[src/rtl/mips_instr_encoder_pkg.sv]
// -----------------------------------------------------------------------------
// mips_instr_encoder_pkg
//   Shared definitions for the MIPS instruction encoder:
//     - compact mnemonic codes accepted on cmd_mnem
//     - primary opcode and R-type funct constants
//     - the NOP word
//     - encoder FSM state encoding (IDLE / LOAD / FLUSH)
//     - small field-packing helpers for R, I and J formats
// -----------------------------------------------------------------------------
package mips_instr_encoder_pkg;

    // Mnemonic codes carried on cmd_mnem; 11..15 are illegal.
    typedef enum logic [3:0] {
        MN_NOP  = 4'd0,
        MN_ADD  = 4'd1,
        MN_SUB  = 4'd2,
        MN_AND  = 4'd3,
        MN_OR   = 4'd4,
        MN_SLT  = 4'd5,
        MN_LW   = 4'd6,
        MN_SW   = 4'd7,
        MN_BEQ  = 4'd8,
        MN_ADDI = 4'd9,
        MN_J    = 4'd10
    } mnem_e;

    // Primary opcodes (instruction bits [31:26]).
    localparam logic [5:0] OP_RTYPE = 6'h00;
    localparam logic [5:0] OP_J     = 6'h02;
    localparam logic [5:0] OP_BEQ   = 6'h04;
    localparam logic [5:0] OP_ADDI  = 6'h08;
    localparam logic [5:0] OP_LW    = 6'h23;
    localparam logic [5:0] OP_SW    = 6'h2B;

    // R-type funct codes (instruction bits [5:0]).
    localparam logic [5:0] FN_ADD = 6'h20;
    localparam logic [5:0] FN_SUB = 6'h22;
    localparam logic [5:0] FN_AND = 6'h24;
    localparam logic [5:0] FN_OR  = 6'h25;
    localparam logic [5:0] FN_SLT = 6'h2A;

    localparam logic [31:0] NOP_WORD = 32'h0000_0000;

    // Encoder session FSM.
    typedef enum logic [1:0] {
        ST_IDLE  = 2'd0,
        ST_LOAD  = 2'd1,
        ST_FLUSH = 2'd2
    } state_e;

    // R-type: {op, rs, rt, rd, shamt=0, funct}
    function automatic logic [31:0] enc_r(input logic [4:0] rs,
                                          input logic [4:0] rt,
                                          input logic [4:0] rd,
                                          input logic [5:0] funct);
        return {OP_RTYPE, rs, rt, rd, 5'b0_0000, funct};
    endfunction

    // I-type: {op, rs, rt, imm}
    function automatic logic [31:0] enc_i(input logic [5:0]  op,
                                          input logic [4:0]  rs,
                                          input logic [4:0]  rt,
                                          input logic [15:0] imm);
        return {op, rs, rt, imm};
    endfunction

    // J-type: {op, word target}
    function automatic logic [31:0] enc_j(input logic [25:0] target);
        return {OP_J, target};
    endfunction

endpackage

[src/rtl/mips_instr_pack.sv]
// -----------------------------------------------------------------------------
// mips_instr_pack
//   Purely combinational packer: mnemonic + fields -> 32-bit MIPS word.
//   Anything that cannot be encoded (unknown mnemonic, or a BEQ whose
//   offset the caller flagged as unencodable) produces the NOP word and
//   raises o_illegal.
//
// Ports
//   i_mnem      [3:0]   mnemonic code (see mnem_e)
//   i_rs/rt/rd  [4:0]   register fields
//   i_imm       [15:0]  immediate for LW / SW / ADDI
//   i_beq_imm   [15:0]  already-resolved BEQ word offset
//   i_beq_bad           BEQ offset could not be encoded
//   i_target    [25:0]  J word target
//   o_word      [31:0]  encoded instruction
//   o_illegal           command could not be encoded; o_word is NOP
// -----------------------------------------------------------------------------
module mips_instr_pack
    import mips_instr_encoder_pkg::*;
(
    input  logic [3:0]  i_mnem,
    input  logic [4:0]  i_rs,
    input  logic [4:0]  i_rt,
    input  logic [4:0]  i_rd,
    input  logic [15:0] i_imm,
    input  logic [15:0] i_beq_imm,
    input  logic        i_beq_bad,
    input  logic [25:0] i_target,
    output logic [31:0] o_word,
    output logic        o_illegal
);

    always_comb begin
        // NOTE: every output gets a default before the case so no path can
        // leave it unassigned and infer a latch.
        o_word    = NOP_WORD;
        o_illegal = 1'b0;
        case (i_mnem)
            MN_NOP:  o_word = NOP_WORD;
            MN_ADD:  o_word = enc_r(i_rs, i_rt, i_rd, FN_ADD);
            MN_SUB:  o_word = enc_r(i_rs, i_rt, i_rd, FN_SUB);
            MN_AND:  o_word = enc_r(i_rs, i_rt, i_rd, FN_AND);
            MN_OR:   o_word = enc_r(i_rs, i_rt, i_rd, FN_OR);
            MN_SLT:  o_word = enc_r(i_rs, i_rt, i_rd, FN_SLT);
            MN_LW:   o_word = enc_i(OP_LW,   i_rs, i_rt, i_imm);
            MN_SW:   o_word = enc_i(OP_SW,   i_rs, i_rt, i_imm);
            MN_ADDI: o_word = enc_i(OP_ADDI, i_rs, i_rt, i_imm);
            MN_J:    o_word = enc_j(i_target);
            MN_BEQ: begin
                if (i_beq_bad) begin
                    o_illegal = 1'b1;
                end else begin
                    o_word = enc_i(OP_BEQ, i_rs, i_rt, i_beq_imm);
                end
            end
            default: o_illegal = 1'b1;
        endcase
    end

endmodule

[src/rtl/mips_instr_encoder.sv]
// -----------------------------------------------------------------------------
// mips_instr_encoder
//   Packs compact instruction commands into 32-bit MIPS words and writes
//   them sequentially into instruction memory during a load session.
//   A session starts with `start` in IDLE at base_addr (word aligned),
//   accepts one command per cycle in LOAD, and ends with the command
//   flagged cmd_last; `done` pulses the cycle after the final write.
//
// Configuration macro
//   INSTR_ENC_ABS_BRANCH_EN  when defined, BEQ takes an absolute byte
//                            target on cmd_target and the encoder derives
//                            the signed word offset from the current pc.
//                            When undefined, BEQ uses cmd_imm verbatim.
//
// Ports
//   clk, reset_n           clock; synchronous active-low reset
//   start, base_addr       begin a session (honoured in IDLE only)
//   cmd_valid/cmd_ready    command handshake; ready only in LOAD
//   cmd_mnem, cmd_rs/rt/rd, cmd_imm, cmd_target, cmd_last
//                          command payload
//   imem_we/addr/wdata     instruction memory write port (registered)
//   busy                   session in progress (state != IDLE)
//   done                   one-cycle pulse after the last write
//   err                    sticky: illegal command, bad branch or pc wrap;
//                          cleared by the next start
// -----------------------------------------------------------------------------
module mips_instr_encoder
    import mips_instr_encoder_pkg::*;
#(
    parameter int ADDR_W = 32
) (
    input  logic              clk,
    input  logic              reset_n,
    input  logic              start,
    input  logic [ADDR_W-1:0] base_addr,
    input  logic              cmd_valid,
    output logic              cmd_ready,
    input  logic [3:0]        cmd_mnem,
    input  logic [4:0]        cmd_rs,
    input  logic [4:0]        cmd_rt,
    input  logic [4:0]        cmd_rd,
    input  logic [15:0]       cmd_imm,
    input  logic [25:0]       cmd_target,
    input  logic              cmd_last,
    output logic              imem_we,
    output logic [ADDR_W-1:0] imem_addr,
    output logic [31:0]       imem_wdata,
    output logic              busy,
    output logic              done,
    output logic              err
);

    state_e             r_state;
    state_e             w_state_nxt;

    logic [ADDR_W-1:0]  r_pc;
    logic               r_we;
    logic [ADDR_W-1:0]  r_addr;
    logic [31:0]        r_wdata;
    logic               r_done;
    logic               r_err;

    logic               w_accept;
    logic               w_start_ok;
    logic [ADDR_W:0]    w_pc_sum;    // extra MSB is the wrap carry
    logic [15:0]        w_beq_imm;
    logic               w_beq_bad;
    logic [31:0]        w_word;
    logic               w_illegal;

    assign w_accept   = cmd_valid & cmd_ready;
    assign w_start_ok = (r_state == ST_IDLE) & start;
    assign w_pc_sum   = {1'b0, r_pc} + (ADDR_W + 1)'(4);

    // -------------------------------------------------------------------------
    // BEQ offset source
    // -------------------------------------------------------------------------
`ifdef INSTR_ENC_ABS_BRANCH_EN
    // Offset is relative to the delay-slot pc (pc+4) of this very command,
    // in words. It is encodable only if the target is word aligned and the
    // arithmetic-shifted difference fits a signed 16-bit field, i.e. all
    // bits from 15 upward agree.
    logic [ADDR_W-1:0] w_tgt_ext;
    logic [ADDR_W-1:0] w_diff;
    logic [ADDR_W-1:0] w_off;
    logic              w_in_range;

    assign w_tgt_ext  = ADDR_W'(cmd_target);
    assign w_diff     = w_tgt_ext - w_pc_sum[ADDR_W-1:0];
    assign w_off      = $signed(w_diff) >>> 2;
    assign w_in_range = (&w_off[ADDR_W-1:15]) | ~(|w_off[ADDR_W-1:15]);
    assign w_beq_imm  = w_off[15:0];
    assign w_beq_bad  = (cmd_target[1:0] != 2'b00) | ~w_in_range;
`else
    assign w_beq_imm  = cmd_imm;
    assign w_beq_bad  = 1'b0;
`endif

    mips_instr_pack u_pack (
        .i_mnem    (cmd_mnem),
        .i_rs      (cmd_rs),
        .i_rt      (cmd_rt),
        .i_rd      (cmd_rd),
        .i_imm     (cmd_imm),
        .i_beq_imm (w_beq_imm),
        .i_beq_bad (w_beq_bad),
        .i_target  (cmd_target),
        .o_word    (w_word),
        .o_illegal (w_illegal)
    );

    // -------------------------------------------------------------------------
    // FSM: state register
    // -------------------------------------------------------------------------
    always_ff @(posedge clk) begin
        // NOTE: sequential state uses non-blocking assignment so every
        // register samples the values present before the edge.
        if (!reset_n) begin
            r_state <= ST_IDLE;
        end else begin
            r_state <= w_state_nxt;
        end
    end

    // -------------------------------------------------------------------------
    // FSM: next-state logic
    // -------------------------------------------------------------------------
    always_comb begin
        w_state_nxt = r_state;
        case (r_state)
            ST_IDLE:  if (start) w_state_nxt = ST_LOAD;
            ST_LOAD:  if (w_accept && cmd_last) w_state_nxt = ST_FLUSH;
            ST_FLUSH: w_state_nxt = ST_IDLE;
            default:  w_state_nxt = ST_IDLE;
        endcase
    end

    // -------------------------------------------------------------------------
    // FSM: state-decoded outputs (cmd_ready depends on state only)
    // -------------------------------------------------------------------------
    always_comb begin
        cmd_ready = (r_state == ST_LOAD);
        busy      = (r_state != ST_IDLE);
    end

    // -------------------------------------------------------------------------
    // pc, write port and status registers
    // -------------------------------------------------------------------------
    always_ff @(posedge clk) begin
        if (!reset_n) begin
            r_pc    <= '0;
            r_we    <= 1'b0;
            r_addr  <= '0;
            r_wdata <= '0;
            r_done  <= 1'b0;
            r_err   <= 1'b0;
        end else begin
            // Write strobe lives exactly one cycle after each accept.
            r_we   <= w_accept;
            // FLUSH is the cycle of the final write; done follows it.
            r_done <= (r_state == ST_FLUSH);

            if (w_start_ok) begin
                r_pc  <= base_addr & ~(ADDR_W'(3));
                r_err <= 1'b0;
            end else if (w_accept) begin
                r_pc    <= w_pc_sum[ADDR_W-1:0];
                r_addr  <= r_pc;
                r_wdata <= w_word;
                if (w_illegal || w_pc_sum[ADDR_W]) begin
                    r_err <= 1'b1;
                end
            end
        end
    end

    assign imem_we    = r_we;
    assign imem_addr  = r_addr;
    assign imem_wdata = r_wdata;
    assign done       = r_done;
    assign err        = r_err;

endmodule

[config.mk]
export PLATFORM = sky130hd
export DESIGN_NAME = mips_instr_encoder
export DESIGN_NICKNAME = d
export VERILOG_FILES = /design/src/rtl/mips_instr_encoder_pkg.sv /design/src/rtl/mips_instr_pack.sv /design/src/rtl/mips_instr_encoder.sv
export SDC_FILE = /design/constraint.sdc
export NUM_CORES = 1
export LEC_CHECK = 0
export CORE_ASPECT_RATIO = 0.6
export CORE_MARGIN = 2
export CORE_UTILIZATION = 44
export DETAILED_ROUTE_END_ITERATION = 10
export PLACE_DENSITY = 0.76
export SLEW_MARGIN = 40
export SYNTH_ARGS = -nofsm -noshare
export SYNTH_HDL_FRONTEND = slang
export SYNTH_SLANG_ARGS = --single-unit
[constraint.sdc]
create_clock -name clk -period 2.65 [get_ports clk]
set_clock_uncertainty 0.15 [all_clocks]
set_input_delay 0.265 -clock clk [delete_from_list [all_inputs] [get_ports clk]]
set_output_delay 0.265 -clock clk [all_outputs]
set_load 0.005 [all_outputs]
Yosys cells after proc, flatten, opt, wreduce, memory -nomap -nowiden
Cells that the tools add are included.

Register bits: 101. Input bits: 98. Output and inout port bits: 69. Word-level logic and storage cells: 45.

$add $sub $neg: 1. Equal/unequal tests: 14. Multiplexer cells: 7. Bitwise operators: 4. Reductions and logical operators: 11.

Operators by type and width (count): 32-bit case mux with 10 select lines (1); 32-bit 2-to-1 mux (2); 32-bit by 3-bit adder with 33-bit output, second input constant (1); 4-bit by 3-bit == test with 1-bit output, second input constant (4); 4-bit == test, second input constant (3); 11-bit OR reduction (1); 4-bit by 2-bit == test with 1-bit output, second input constant (2); 2-bit AND reduction (3); 4-bit by 1-bit == test with 1-bit output, second input constant (1); 4-bit zero test (1); 2-bit 2-to-1 mux (2); 2-bit case mux with 2 select lines (1); 2-bit nonzero test (2); 1-bit bitwise AND (2); 2-bit by 1-bit == test with 1-bit output, second input constant (1); 2-bit == test, second input constant (1); 2-bit zero test (1); 2-bit by 1-bit != test with 1-bit output, second input constant (1); 2-bit != test, second input constant (1); 1-bit inverter (2); 2-bit OR reduction (1); 1-bit logical AND (1); 1-bit logical OR (1); 1-bit 2-to-1 mux (1).

Longest topological paths before layout
Gate-level depths: netlist (run 1).

Word-level depth: 5. Gate-level depth with buffers: 7. Depth with buffers taken out: 6.

By module
Synthesis (run 1) repeated with hierarchy kept, for this count alone.

Cells, all modules: 620. Area, all modules: 4818.4 um2.

By module, submodules not included: mips_instr_encoder (instances 1, cells each 512, area each 4012.6 um2, seq. area each 1941.9 um2); mips_instr_pack (instances 1, cells each 108, area each 805.8 um2, seq. area each 0.0 um2).

Least setup slack after synthesis (run 1)
Ideal clock, no wire load.

Path type: flip-flop to flip-flop. From: register r_pc[2]. To: register r_pc[30]. Library setup time: 0.134 ns. Arrival time: 1.871 ns. Slack: 0.495 ns. Cell stages (with the launch flop): 8. Buffers on the path: 1. Clock period less this slack: 2.155 ns. Cell sequence: dfxtp_1 -> ha_1 -> nand3_1 -> or4_1 -> buf_2 -> nor4_2 -> xnor2_1 -> o22ai_1.

Cells in the longest elaborated chain, start to end: 3.

RTL lines: start, declared (line mips_instr_encoder.sv:56) `logic [ADDR_W-1:0] r_pc;`; start signal, assigned (line mips_instr_encoder.sv:164) `r_pc <= base_addr & ~(ADDR_W'(3));`; start signal, assigned (line mips_instr_encoder.sv:167) `r_pc <= w_pc_sum[ADDR_W-1:0];`; 32-bit by 3-bit adder with 33-bit output (line mips_instr_encoder.sv:73) `assign w_pc_sum = {1'b0, r_pc} + (ADDR_W + 1)'(4);`; 32-bit 2-to-1 mux (line mips_instr_encoder.sv:166) `end else if (w_accept) begin`; 32-bit 2-to-1 mux (line mips_instr_encoder.sv:163) `if (w_start_ok) begin`.

No other way between the ends. The select of a mux whose other input is x is not followed. A chain may end at the register's enable or synchronous reset.

Final worst setup path (run 1)
Same ends and word-level chain as after synthesis.

==> impl_results.md, run 1 <==
- Sw frac: 0.254
- DR vias: 4,743
- R2R Path Start: r_pc[2]
- Synthesis Warnings: 0
- Worst hold path class: register to register
- Post-Synth Simple-Gate Area: 0.225
- Critical path type: register to register
- Die H: between 80 and 90 um
- Data arrival time of the worst path: between 2 and 3 ns
- Origin of the worst setup path: r_pc[2]
- Number of global-route vias before repair: between 4,000 and 5,000
- Logic gate share of total power: 0.151
- Yosys cell types: 54
- First-pass GRT wire length: 21.7 mm
- Clk buf depth: 2
- Sw power: around 0.85 mW
- PortBufs: ~160
- PD cells: roughly 520 mW/mm^2
- DIE WIDTH: 133 um
- Post-Syn Area: ~0.0044 sq mm
- R2r endpoint: r_pc[30]
- I/O pins: 167
- Number of synthesized flops with an enable pin: 0
- Sequential cell area fraction in the yosys report: 0.436
- CTS sink cnt: between 90 and 100
- Flop pwr share: 0.465
- Lkg Pwr: between 2 and 2.5 nW
- Clk slew on worst S/H paths: 0.07 ns
- Pins Over Slew Limit: 0
- Placer Congestion: roughly 0.86
- CTS Root Cell: clkbuf_16
- Crit path capture: r_pc[30]
- Drt wl/cell: 16.4 um
- Total gr overflow: 0
- Final setup fails: 0
- Total die area: roughly 0.011 sq mm
- Initial antenna violation count: 0
- Total CTS buffers: 9
- Htree depth: 3
- DR DRC count: 0
- R2R Setup Slk: between 0.15 and 0.2 ns
- Largest family of logic cells by synthesized area: compound AO/OA/AOI/OAI gates
- # resized after CTS: 0
- Sum of negative setup slack: 0 ns
- Synth Area in Compound Gates: 0.250
- Commonest non-fill, non-tap cell in the layout: clkdlybuf4s50_1
- Achievable frequency: approximately 0.41 GHz
- Core area: around 0.0097 sq mm
- Worst-Skew Late Latency: around 0.34 ns
- Inserted Diodes: 0
- Area growth, synth to finish: 47.2%
- Routed Antenna Nets: 0
- TritonCTS clock tree: done
- CP required: about 2.7 ns
- Fin crit share: 0.925
- MaxCap Viol Count: 0
- Worst Tran Pin Value: between 0.7 and 0.8 ns
- Share of cells above drive strength 1: 0.0694
- Clock network power share: 0.384
- GRT Total Usage: 0.252
- Peak supply drop: approximately 420 uV
- Top FF cell, synth: dfxtp_1
- Status: finished, final reports clean
- Filler cells: around 850
- Crit Path Max Fanout: 10
- Post-synth ARST share: 0
- Initial Util: 0.448
- Vias per cell: ~5.6
- Post-Syn Instances: approximately 550
- Max_slew headroom: 0.507
- Hold-fix buffers, CTS: 0
- Min Tclk post-route: about 2.5 ns
- Avg Inst Size Synth: a little under 8 sq um
- R2R cell count: 6
- Setup repair after global routing missed its margin: false
- Setup crit end kind: register
- First-pass DRT Iterations: 8
- Nets@finish: ~800
- XOR/XNOR Fraction of Synth Area: 0.0221
- Post-synthesis adder-cell area fraction: 0.00287
- Commonest cells after routing, fill and taps aside: clkdlybuf4s50_1, nand2_1, dfxtp_1
- DRT iter0 DRCs: between 400 and 500
- Mux share of post-synthesis cell area: 0.0100
- Detailed placer's ending HPWL: approximately 10 mm
- Worst slack at placement: between 0.1 and 0.15 ns
- Worst Setup Start Kind: register
- Final Hold Viols: 0
- Int Pwr: about 2.5 mW
- Flop and latch count out of synthesis: 95
- Core Rows: 28
- Setup Buffers After CTS: 0
- Setup slack after layout: between 0.15 and 0.2 ns
- Largest net degree at the start of global routing: 67
- WL final: roughly 14 mm
critical path, stage by stage (launching register included):
cell and delay [ns]:
dfxtp_1 0.44, ha_1 0.24, nand3_1 0.11, or4_1 0.75, nor4_2 0.37, xnor2_1 0.16, o22ai_1 0.08
metrics by stage:
| step | utilization | hold WS, ns | instances | instance area (sq um) | total power [mW] |
|---|---|---|---|---|---|
| after floorplan | - | 0.251 | 554 | 4370 | 1.80 |
| after global placement | 0.629 | 0.284 | 826 | 6130 | 2.06 |
| after detailed placement | 0.630 | 0.292 | 826 | 6130 | 2.08 |
| after CTS | 0.659 | 0.305 | 841 | 6420 | 3.35 |
| after global routing | 0.659 | 0.328 | 841 | 6420 | 3.47 |
| final | 0.659 | 0.300 | 841 | 6420 | 3.34 |
area by class of cell:
cell class | instances | area, sq um | area share
repair buffers | 183 | 1780 | 0.277
multi-input cells | 403 | 2250 | 0.350
well taps | 135 | 169 | 0.0263
clock buffers | 10 | 229 | 0.0357
inverters | 10 | 37.5 | 0.00585
clock inverters | 5 | 60.1 | 0.00935
flip-flops and latches | 95 | 1900 | 0.296
power groups by stage:
stage / registers, mW / logic, mW / clock network, mW
floorplan: 1.56 / 0.239 / 0
detailed placement: 1.58 / 0.498 / 0
CTS: 1.55 / 0.502 / 1.30
global placement: 1.58 / 0.486 / 0
global route: 1.56 / 0.548 / 1.36
finish: 1.55 / 0.504 / 1.28
sequential cells by signal (all words and copies together) (netlist names):
name / cells
imem_addr: 30
imem_wdata: 30
err: 1
r_state: 2
imem_we: 1
done: 1
r_pc: 30
metal layers:
| layer | GRT usage | routed length, um |
|---|---|---|
| met4 | 0.0817 | 199 |
| met5 | 0 | 0 |
| met3 | 0.0743 | 1220 |
| met2 | 0.384 | 5990 |
| met1 | 0.344 | 6360 |
synth_stat cells (4+ instances only):
| library cell | count | area [sq um] |
|---|---|---|
| buf_4 | 4 | 30.0 |
| dfxtp_1 | 95 | 1900 |
| nand2_1 | 110 | 413 |
| nand3_1 | 18 | 90.1 |
| a21oi_1 | 66 | 330 |
| a222oi_1 | 6 | 60.1 |
| o211ai_1 | 4 | 30.0 |
| nor4_1 | 7 | 43.8 |
| a2bb2oi_1 | 7 | 61.3 |
| o22ai_1 | 4 | 25.0 |
| buf_1 | 6 | 22.5 |
| nand4_1 | 9 | 56.3 |
| o21ai_0 | 31 | 155 |
| nor3_1 | 14 | 70.1 |
| a22oi_1 | 24 | 180 |
| xnor2_1 | 8 | 70.1 |
| clkbuf_1 | 30 | 113 |
| nor2_1 | 26 | 97.6 |
| buf_2 | 5 | 25.0 |
| a221oi_1 | 5 | 43.8 |
| nor2b_1 | 4 | 25.0 |
| inv_1 | 10 | 37.5 |
logic make-up (layout without fill, tap and decap cells):
| logic type | after synthesis | in the layout |
|---|---|---|
| compound gates | 173 | 173 |
| xor+xnor | 11 | 11 |
| fa+ha+maj | 1 | 1 |
| mux | 4 | 4 |
| other cells | 1 | 3 |
| simple gates | 211 | 211 |
| flops | 95 | 95 |
| buf+inv | 56 | 208 |
how the worst min path moves through the flow:
| stage | slack, ns | depth (start not counted) | end | from |
|---|---|---|---|---|
| finish | 0.30 | 2 | imem_wdata[20] | imem_wdata[20] |
| global route | 0.33 | 2 | imem_addr[10] | imem_addr[10] |
| CTS | 0.30 | 2 | imem_wdata[0] | imem_wdata[0] |
| detailed placement | 0.29 | 2 | imem_wdata[25] | imem_wdata[25] |
| global placement | 0.28 | 2 | imem_wdata[15] | imem_wdata[15] |
| floorplan | 0.25 | 2 | r_pc[14] | base_addr[14] |
(Power assumes the default switching activity.)
==> inputs of run 2 (changes only) <==
--- a/config.mk
+++ b/config.mk
@@ -5,11 +5,12 @@
 export SDC_FILE = /design/constraint.sdc
 export NUM_CORES = 1
 export LEC_CHECK = 0
+export ABC_AREA = 1
 export CORE_ASPECT_RATIO = 0.6
 export CORE_MARGIN = 2
-export CORE_UTILIZATION = 44
+export CORE_UTILIZATION = 47
 export DETAILED_ROUTE_END_ITERATION = 10
-export PLACE_DENSITY = 0.76
+export PLACE_DENSITY = 0.77
 export SLEW_MARGIN = 40
 export SYNTH_ARGS = -nofsm -noshare
 export SYNTH_HDL_FRONTEND = slang
==> impl_results.md, run 2 <==
- Commonest cells after routing, fill and taps aside: nand2_1, clkdlybuf4s50_1, nor2_1
- GRT Total Usage: 0.272 (+0.0205)
- Achievable frequency: 0.477 GHz (+17%)
- First-pass GRT wire length: 26.5 mm (+22%)
- Setup repair after global routing missed its margin: false
- Min Tclk post-route: 2.10 ns (-0.352 ns)
- Crit Path Max Fanout: 9 (-1)
- Total CTS buffers: 9 (unchanged)
- Pins Over Slew Limit: 0 (unchanged)
- Largest net degree at the start of global routing: 79 (+18%)
- Worst hold path class: register to register
- Post-Layout Inst Area: 0.00730 sq mm (+14%)
- WL final: 16.5 mm (+20%)
- Placed cell areas: 0.00698 sq mm (+14%)
- Total die area: 0.0122 sq mm (+13%)
- Filler cells: 990 (+16%)
- Worst-Skew Late Latency: 0.35 ns (about the same)
- Sum of negative setup slack: 0 ns (unchanged)
- Util after Layout: 0.677 (+0.0179)
- Worst Setup Start Kind: register
- R2R Setup Slk: 0.55 ns (+0.35 ns)
- # resized after CTS: 0 (unchanged)
- Peak supply drop: 338 uV (-19%)
- Drt wl/cell: 14.4 um (-12%)
- Top FF cell, synth: dfxtp_1
- PortBufs: 161 (unchanged)
- Setup crit end kind: register
- PD cells: 496 mW/mm^2 (-4.6%)
- Clk slew on worst S/H paths: 0.07 ns (about the same)
- Core Rows: 29 (+3.6%)
- I/O pins: 167 (unchanged)
- CTS Root Cell: clkbuf_16
- Final Hold Viols: 0 (unchanged)
- Origin of the worst setup path: r_pc[3]
- Critical path type: register to register
- Synth area leader: dfxtp_1
- Worst Tran Pin Value: 0.781 ns (+0.0429 ns)
- Max_slew headroom: 0.474 (-0.0335)
- Crit path capture: r_pc[26]
- Sequential cell area fraction in the yosys report: 0.359 (-0.0767)
- Routed Antenna Nets: 0 (unchanged)
- Setup slack after layout: 0.552 ns (+0.352 ns)
- Hold-fix buffers, CTS: 0 (unchanged)
- DR DRC count: 0 (unchanged)
- Avg Inst Size Synth: 6.18 sq um (-22%)
- DR vias: 5,956 (+26%)
- MaxCap Viol Count: 0 (unchanged)
- Most common cell in the netlist: nand2_1
- Total gr overflow: 0 (unchanged)
- Die H: 86.2 um (+6.3%)
- Data arrival time of the worst path: 2.20 ns (-0.30 ns)
- Flop and latch count out of synthesis: 95 (unchanged)
- Most frequent cells after synthesis: nand2_1, nor2_1, a21oi_1, dfxtp_1, inv_1
- Synth top area share: 0.359 (-0.0767)
- Worst slack at placement: 0.393 ns (+0.271 ns)
- Register area: 0.00190 sq mm (unchanged)
- Commonest non-fill, non-tap cell in the layout: nand2_1
- Core area: 0.0108 sq mm (+11%)
- Nets@finish: 1,096 (+37%)
- Post-Syn Instances: 856 (+55%)
- Fin crit share: 0.792 (-0.133)
- Share of cells above drive strength 1: 0.0449 (-0.0245)
- R2R cell count: 10 (+4)
- R2R Path Start: r_pc[3]
- Vias per cell: 5.22 (-7.4%)
- First-pass DRT Iterations: 5 (-3)
- CP required: 2.75 ns (+0.05 ns)
- Area growth, synth to finish: 37.9%
- Lkg Pwr: 2.89 nW (+33%)
- CTS sink cnt: 95 (unchanged)
- Final setup fails: 0 (unchanged)
- Clk buf depth: 2 (unchanged)
- Placer Congestion: 0.930 (+8.4%)
- R2r endpoint: r_pc[26]
- Yosys cell types: 41 (-24%)
- Status: finished, final reports clean
- Setup Buffers After CTS: 0 (unchanged)
- Initial antenna violation count: 0 (unchanged)
- Post-Syn Area: 0.00529 sq mm (+21%)
- Synthesis Warnings: 0 (unchanged)
- TritonCTS clock tree: done
- DIE WIDTH: 141 um (+6.4%)
- Htree depth: 3 (unchanged)
- Post-synth ARST share: 0 (unchanged)
- Initial Util: 0.491 (+0.0433)
- Area of the multi-input gates: 0.00290 sq mm (+29%)
- DRT iter0 DRCs: 633 (+53%)
- Area contributors post-synth: dfxtp_1, nand2_1, a21oi_1
- Number of synthesized flops with an enable pin: 0 (unchanged)
- Number of global-route vias before repair: 5,233 (+19%)
- Detailed placer's ending HPWL: 11.6 mm (+16%)
- Inserted Diodes: 0 (unchanged)
run 2: changes by cell type after synthesis, sizes merged, moves of 8 or more:
cell    delta
buf       +13
nor2      +97
a21oi     +35
nand2    +160
xnor2      -8
nand3     +30
clkbuf    -16
inv       +63
nor3      -10
o21ai     +27
a22oi     -17
run 2: worst min-delay path by stage:
stage	depth (start not counted)	startpoint	slack, ns	end
after floorplan	2	cmd_last	0.25	r_state[1]
final	1	r_state[0]	0.30	done
after global routing	1	r_state[0]	0.31	done
after global placement	1	r_state[0]	0.28	done
after CTS	1	r_state[0]	0.30	done
after detailed placement	1	r_state[0]	0.29	done
run 2: area by class of cell:
| type | instances | area share |
|---|---|---|
| Sequential cell | 95 | 0.261 |
| Timing Repair Buffer | 171 | 0.236 |
| Clock buffer | 9 | 0.0309 |
| Clock inverter | 7 | 0.0132 |
| Multi-Input combinational cell | 646 | 0.397 |
| Inverter | 74 | 0.0381 |
| Tap cell | 139 | 0.0238 |
run 2: through the flow:
| step | hold WS [ns] | power (mW) | cells |
|---|---|---|---|
| 3_5_place_dp | 0.291 | 2.23 | 1125 |
| 5_1_grt | 0.315 | 3.77 | 1141 |
| 2_1_floorplan | 0.252 | 1.90 | 858 |
| 4_1_cts | 0.302 | 3.63 | 1141 |
| 6_report | 0.305 | 3.62 | 1141 |
| 3_3_place_gp | 0.285 | 2.22 | 1125 |
run 2: cell families (layout without fill, tap and decap cells):
family	Yosys count	in the layout	synth area share
buffers and inverters	117	261	0.0943
AOI/OAI and AO/OA	183	183	0.187
xor gates and xnor gates	2	2	0.00331
DFF	95	95	0.359
and+or+nand+nor	457	457	0.353
adders and majority gates	1	1	0.00236
other	1	3	0.000709
run 2: layer usage:
metal	wire length, um	part of all wire	global-route usage	vias up
li1	-	-	-	3035
met1	8290	0.50	0.417	2634
met2	6440	0.39	0.382	278
met3	1640	0.099	0.0751	9
met4	115	0.0070	0.0518	0
met5	0	0	0	-
run 2: power breakdown:
group	switching, mW	total [mW]	internal [mW]
clock	0.583	1.41	0.830
combinational	0.323	0.640	0.317
sequential	0.0634	1.56	1.50
total	0.970	3.62	2.65
run 2: worst max-delay path: stages, from the launching register on:
cell	delay, ns
dfxtp_1	0.42
ha_1	0.21
nand2_1	0.08
nor2_2	0.15
nand2_2	0.16
nor3_4	0.35
nand3_1	0.15
nand2_1	0.11
nand3b_1	0.10
nand2_1	0.07
inv_1	0.03
==> inputs of run 3 (changes only) <==
==> constraint.sdc (replaced) <==
create_clock -name clk -period 1.96 [get_ports clk]
set_clock_uncertainty 0.15 [all_clocks]
set_input_delay 0.196 -clock clk [delete_from_list [all_inputs] [get_ports clk]]
set_output_delay 0.196 -clock clk [all_outputs]
set_load 0.005 [all_outputs]
==> impl_results.md, run 3 (synthesis gave the netlist of run 2 again) <==
- PortBufs: 161 (unchanged)
- CTS Root Cell: clkbuf_16
- Min Tclk post-route: 1.87 ns (-0.226 ns)
- Max_slew headroom: 0.601 (+0.127)
- Placer Congestion: 0.995 (+7.0%)
- Vias per cell: 5.21 (-0.14%)
- WL final: 17.1 mm (+3.5%)
- Sum of negative setup slack: 0 ns (unchanged)
- Achievable frequency: 0.534 GHz (+12%)
- Routed Antenna Nets: 0 (unchanged)
- Detailed placer's ending HPWL: 12.4 mm (+6.8%)
- Drt wl/cell: 14.4 um (about the same)
- Peak supply drop: 457 uV (+35%)
- Hold Path Cell Cnt: 3 (+2)
- CTS sink cnt: 95 (unchanged)
- Clk slew on worst S/H paths: 0.07 ns (about the same)
- TritonCTS clock tree: done
- Lkg Pwr: 3.10 nW (+7.0%)
- CP required: 2.05 ns (-0.70 ns)
- Status: finished, final reports clean
- Inserted Diodes: 0 (unchanged)
- Crit Path Max Fanout: 5 (-4)
- Worst Tran Pin Value: 0.598 ns (-0.183 ns)
- Clk buf depth: 2 (unchanged)
- Nets@finish: 1,136 (+3.6%)
- DRT iter0 DRCs: 624 (-1.4%)
- Number of global-route vias before repair: 5,534 (+5.8%)
- Critical path type: register to register
- Htree depth: 3 (unchanged)
- R2R Setup Slk: 0.09 ns (-0.46 ns)
- MaxCap Viol Count: 0 (unchanged)
- Total power draw: 4.76 mW (+32%)
- R2r endpoint: r_pc[15]
- R2R cell count: 7 (-3)
- PD cells: 623 mW/mm^2 (+26%)
- Commonest non-fill, non-tap cell in the layout: nand2_1
- Initial antenna violation count: 0 (unchanged)
- Worst Setup Start Kind: register
- Final setup fails: 0 (unchanged)
- Worst Hold Path EP: r_pc[3]
- Pins Over Slew Limit: 0 (unchanged)
- Data arrival time of the worst path: 1.96 ns (-0.24 ns)
- GRT Total Usage: 0.280 (+0.00773)
- Hold-fix buffers, CTS: 0 (unchanged)
- Total CTS buffers: 9 (unchanged)
- Worst-Skew Late Latency: 0.35 ns (about the same)
- Largest net degree at the start of global routing: 42 (-47%)
- Core area: 0.0108 sq mm (unchanged)
- Total die area: 0.0122 sq mm (unchanged)
- DR DRC count: 0 (unchanged)
- Fin crit share: 0.955 (+0.163)
- First-pass DRT Iterations: 5 (unchanged)
- First-pass GRT wire length: 27.3 mm (+3.0%)
- Commonest cells after routing, fill and taps aside: nand2_1, clkdlybuf4s50_1, nor2_1
- Min-Delay Startpoint: base_addr[3]
- I/O pins: 167 (unchanged)
- Final Hold Viols: 0 (unchanged)
- Share of cells above drive strength 1: 0.0883 (+0.0434)
- Util after Layout: 0.710 (+0.0323)
- Die H: 86.2 um (unchanged)
- Core Rows: 29 (unchanged)
- DIE WIDTH: 141 um (unchanged)
- Filler cells: 929 (-6.2%)
- Total gr overflow: 0 (unchanged)
- DR vias: 6,156 (+3.4%)
- Area growth, synth to finish: 44.5%
- Setup crit end kind: register
- Worst hold path class: input port to register
- Initial Util: 0.491 (unchanged)
- R2R Path Start: r_pc[10]
-- run 3: changes by cell type in the layout (fill, tap and decap cells not counted), moves of 2 or more --
cell	previous run	this run
buf_4	7	43
buf_12	3	7
bufinv_16	2	0
clkinv_2	2	0
clkinvlp_4	0	2
dfxtp_1	95	93
inv_6	1	3
nor2_1	117	115
-- run 3: power by group --
part / internal, mW / total [mW] / switching, mW
Clock: 0.911 / 1.71 / 0.800
Sequential: 2.03 / 2.11 / 0.0838
Combinational: 0.482 / 0.940 / 0.457
Total: 3.42 / 4.76 / 1.34
-- run 3: worst max-delay path, cell delays in order, from the launching register on --
cell     delay [ns]
dfxtp_1        0.40
nand2_1        0.16
nor2_2         0.24
nand2_1        0.08
nor2_1         0.39
o21ai_0        0.15
a21oi_1        0.14
nor2_1         0.05
-- run 3: how the worst max path moves through the flow --
stage | from | endpoint | slack, ns | depth (start not counted)
after floorplan | r_pc[3] | r_pc[22] | 0.29 | 10
after global placement | cmd_mnem[2] | imem_wdata[16] | -0.12 | 9
after detailed placement | cmd_mnem[2] | imem_wdata[17] | -0.25 | 9
after CTS | r_pc[2] | r_pc[20] | 0.03 | 10
after global routing | r_pc[2] | r_pc[22] | -0.02 | 10
final | r_pc[10] | r_pc[15] | 0.09 | 7
-- run 3: per-layer routing --
layer / part of all wire / GRT usage / vias up
met2: 0.39 / 0.401 / 298
met3: 0.11 / 0.0807 / 10
li1: - / - / 3109
met4: 0.0063 / 0.0509 / 0
met5: 0 / 0 / -
met1: 0.49 / 0.420 / 2739
-- run 3: per-stage QoR --
| stage | setup slack (ns) | cells | hold slack [ns] | area (sq um) |
|---|---|---|---|---|
| 2_1_floorplan | 0.286 | 858 | 0.183 | 5300 |
| 3_3_place_gp | -0.121 | 1163 | 0.288 | 7310 |
| 3_5_place_dp | -0.247 | 1163 | 0.294 | 7310 |
| 4_1_cts | 0.0325 | 1179 | 0.269 | 7600 |
| 5_1_grt | -0.0204 | 1181 | 0.292 | 7650 |
| 6_report | 0.0879 | 1181 | 0.270 | 7650 |
-- run 3: timing repair --
item | 4_1_cts | 5_1_grt
setup endpoints to repair | 0 | 8
hold endpoints to repair | 0 | 0
resized for setup | 0 | 9
buffers inserted | 0 | 2
-- run 3: area by class of cell --
class	count	area (sq um)	area share
sequential	95	1910	0.249
clock buffer	10	239	0.0313
multi-input combinational	646	2920	0.382
inverter	74	278	0.0363
tap	139	174	0.0227
clock inverter	6	50.0	0.00655
timing repair buffer	211	2070	0.271
==> patch 1, RTL diff (flow settings as in run 2) <==
Put one more register stage on the output `err`. The value now appears one clock later. The other outputs are not delayed to match.
--- a/src/rtl/mips_instr_encoder.sv
+++ b/src/rtl/mips_instr_encoder.sv
@@ -178,7 +178,9 @@
     assign imem_addr  = r_addr;
     assign imem_wdata = r_wdata;
     assign done       = r_done;
-    assign err        = r_err;
+    always_ff @(posedge clk) begin
+        err <= r_err;
+    end
 
 endmodule
 
Behaviour: not the same (a bounded check fails within 4 cycles, from zero or initial values and one cycle with reset_n low).
==> patch 1 against run 2 <==
Wire length rose by 1.3%. Synthesized area rose by 0.38%. Die area rose by 0.36%. Synthesized cell count rose by 0.12%. Cell area rose by 0.39%. Sequential cell count rose by 1. Setup slack got worse by 0.031 ns. Largest cell class unchanged. Power fell by 0.61%.
==> patch 1: results <==
export IMPL_power_leakage_uw=0.00291
export IMPL_first_global_vias=5326
export IMPL_p_seq_uw=1580
export IMPL_gp_congestion=0.896
export IMPL_post_cts_buffers=0
export IMPL_ys_seq_area_share_pct=36.2
export IMPL_placed_area_um2=7020
export IMPL_pg_comb_uw=643
export IMPL_ys_types=41
export IMPL_synth_common_cells="265 x nand2_1, 117 x nor2_1, 100 x a21oi_1"
export IMPL_diodes=0
export IMPL_hpwl_um=12100
export IMPL_hold_violations=0
export IMPL_power_uw=3600
export IMPL_drtPass1Iterations=6
export IMPL_yosys_area_share_xor_xnor_pct=0.330
export IMPL_critical_path_top_delay_family="simple AND/OR/NAND/NOR gates"
export IMPL_antenna_found_initial=0
export IMPL_status="finished clean"
export IMPL_wl_um=16700
export IMPL_vias=5999
export IMPL_grt_max_degree=46
export IMPL_grtUsageTotal_pct=27.7
export IMPL_worstPathRequired_ns=2.74
export IMPL_grt_pass1_wl_um=27100
export IMPL_placed_cells=1136
export IMPL_drt_iter0_drc=684
export IMPL_ys_warn_count=0
export IMPL_synthMostInstantiatedCell="nand2_1"
export IMPL_clkLatencyLatePin_ns=0.35
export IMPL_place_ws_ns=0.263
export IMPL_synth_ff_type="dfxtp_1"
export IMPL_peakVddDrop_mv=0.332
export IMPL_path_clk_slew_ns=0.08
export IMPL_port_buffers=161
export IMPL_cts_max_level=3
export IMPL_power_switching_uw=1010
export IMPL_vias_per_cell=5.21
export IMPL_relSlewSlack_pct=43.2
export IMPL_drive_gt1_share_pct=4.96
export IMPL_hp_class="flip-flop to flip-flop"
export IMPL_cts_buffers=9
export IMPL_avgSynthCellArea_um2=6.20
export IMPL_critical_path_max_fanout=7
export IMPL_ys_top_cells_by_area="dfxtp_1 36%, nand2_1 19%, a21oi_1 9.4%"
export IMPL_max_stage_delay_ns=0.42
export IMPL_synth_fa_ha_area_share_pct=0.236
export IMPL_synth_compound_gate_area_share_pct=18.7
[patch 1: cell count changes in the layout (fill, tap and decap cells not counted), sizes merged]
cell and delta:
clkinvlp +1, dfxtp +1, inv +2, clkinv -2, buf +5, bufinv -1
[patch 1: routing by layer]
layer  vias to the layer above  part of all wire (%)  GRT usage [%]
met5                         -                     0              0
met4                         0                  0.92           5.00
met3                        15                    12           8.95
met2                       299                    39           38.3
met1                      2640                    49           42.0
li1                       3045                     -              -
[patch 1: worst paths after layout]
check             slack (ns)    start  endpoint  cells past startpoint
setup reg to reg        0.52  r_pc[3]  r_pc[28]                     10
hold reg to reg         0.20    r_err       err                      0
setup / recovery        0.52  r_pc[3]  r_pc[28]                     10
hold / removal          0.20    r_err       err                      0
[patch 1: layout make-up]
cell class / count / area, µm²
inverter: 74 / 278
clock inverter: 7 / 86.3
fill: 1037 / 3820
tap: 144 / 180
clock buffer: 9 / 225
timing repair buffer: 176 / 1740
multi-input combinational: 646 / 2900
sequential: 96 / 1920
==> patch 2, RTL diff (config.mk and constraints of run 2) <==
Without the edit above. Add a define of `INSTR_ENC_ABS_BRANCH_EN`.
--- a/src/rtl/mips_instr_encoder.sv
+++ b/src/rtl/mips_instr_encoder.sv
@@ -24,6 +24,8 @@
 //   err                    sticky: illegal command, bad branch or pc wrap;
 //                          cleared by the next start
 // -----------------------------------------------------------------------------
+`define INSTR_ENC_ABS_BRANCH_EN
+
 module mips_instr_encoder
     import mips_instr_encoder_pkg::*;
 #(
Function: changed (a bounded check fails within 4 cycles, from zero or initial values and one cycle with reset_n low).
==> patch 2 against run 2 <==
The run now ends with setup timing left. Sequential cell count did not move. First-iteration DRC count rose by 62%. Worst hold slack got worse by 0.015 ns. Sequential share of layout area fell by 9.7 points. Count of clock-buffer cells in the layout rose by 1. Via count rose by 59%. Wire length rose by 79%. Cell area rose by 60%. Setup slack got worse by 1.9 ns. Power rose by 31%. Synthesized area rose by 36%. Critical endpoint is now imem_wdata[2]. Highest routed layer unchanged.
==> patch 2: results <==
export IMPL_yosys_area_share_xor_xnor_pct=3.40
export IMPL_peakVddDrop_mv=0.444
export IMPL_status="complete, but fails checks"
export IMPL_hpwl_um=22900
export IMPL_drive_gt1_share_pct=29.0
export IMPL_grt_max_degree=58
export IMPL_ys_top_cells_by_area="dfxtp_1 26%, nand2_1 21%, inv_1 6.1%"
export IMPL_n_clock_buffer=10
export IMPL_wl_per_cell_um=16.6
export IMPL_failed_checks="setup timing"
export IMPL_fin_ws_ns=-1.36
export IMPL_nets=1686
export IMPL_setup_viol=28
export IMPL_met2WireLength_um=11400
export IMPL_inv_count=129
export IMPL_synth_fa_ha_area_share_pct=3.06
export IMPL_clockNetworkAreaShare_pct=2.53
export IMPL_swShare_pct=36.2
export IMPL_antenna_found_initial=0
export IMPL_ys_seq_area_share_pct=26.4
export IMPL_buf_share_pct=30.7
export IMPL_ys_types=44
export IMPL_grtUsageTotal_pct=36.3
export IMPL_cp_slowest_cell="or3_4"
export IMPL_buffers=411
export IMPL_cellPowerDensity_nw_per_um2=406
export IMPL_vias_per_cell=5.33
export IMPL_numSequentialCells=95
export IMPL_synth_common_cells="400 x nand2_1, 117 x inv_1, 95 x dfxtp_1"
export IMPL_path_clk_slew_ns=0.09
export IMPL_seq_power_share_pct=32.7
export IMPL_critical_path_max_fanout=6
export IMPL_first_global_vias=8690
export IMPL_multi_input_area_um2=5150
export IMPL_met3WireLength_um=3280
export IMPL_gp_congestion=0.923
export IMPL_wl_met1_um=14200
export IMPL_drt_iter0_drc=1028
export IMPL_multi_input_gates=925
export IMPL_clkLatencyLatePin_ns=0.36
export IMPL_grt_pass1_wl_um=46300
export IMPL_dieArea_um2=16400
export IMPL_relSlewSlack_pct=63.2
export IMPL_power_leakage_uw=0.00520
export IMPL_worstPathArrival_ns=4.13
export IMPL_area_sequential_um2=1920
export IMPL_synth_mux_area_share_pct=0
export IMPL_fillCellCount=1068
export IMPL_max_stage_delay_ns=0.41
export IMPL_synth_compound_gate_area_share_pct=15.9
[patch 2: changes by cell type after synthesis, sizes merged, moves of 6 or more]
cell / run 2 / this run
a2bb2oi: 0 / 6
a31oi: 1 / 21
buf: 28 / 7
clkbuf: 15 / 31
ha: 1 / 16
inv: 73 / 125
nand2: 270 / 453
nand3: 48 / 76
nand4: 6 / 24
nor2: 123 / 95
nor3: 4 / 14
xor2: 2 / 23
[patch 2: cells by family (layout without fill, tap and decap cells)]
group | count (synthesis) | after routing
AOI/OAI and AO/OA | 202 | 202
xor gates and xnor gates | 28 | 28
adders and majority gates | 17 | 17
buffers and inverters | 167 | 556
DFF | 95 | 95
other | 1 | 3
and+or+nand+nor | 674 | 675
[patch 2: timing repair]
| action | CTS | global route |
|---|---|---|
| gates cloned | 1 | 0 |
| gates resized for setup | 54 | 41 |
| endpoints found under the setup margin | 28 | 28 |
| pin swaps | 39 | 31 |
| setup buffers | 15 | 5 |
[patch 2: routing by layer]
layer	track usage, %	up-vias
met5	0	-
met4	7.96	0
met3	6.94	44
met2	52.2	481
met1	55.6	4320
li1	-	4611
[patch 2: metrics by stage]
step                setup WS, ns  std cells  cell area [µm²]  setup TNS [ns]  hold WS (ns)
finish                     -1.36       1774            11700          -35.68         0.290
global route               -1.61       1774            11700          -43.22         0.333
CTS                        -1.34       1769            11500          -35.18         0.294
detailed placement         -1.54       1737            10800          -40.34         0.280
global placement           -1.50       1737            10800          -39.85         0.282
floorplan                 -0.932       1186             7340          -24.47         0.244
[patch 2: final timing paths]
kind	from	to	slack, ns	cells past startpoint
max reg2reg	r_pc[3]	imem_wdata[2]	-1.36	25
min reg2reg	r_state[1]	done	0.29	2
max	r_pc[3]	imem_wdata[2]	-1.36	25
min	r_state[1]	done	0.29	2
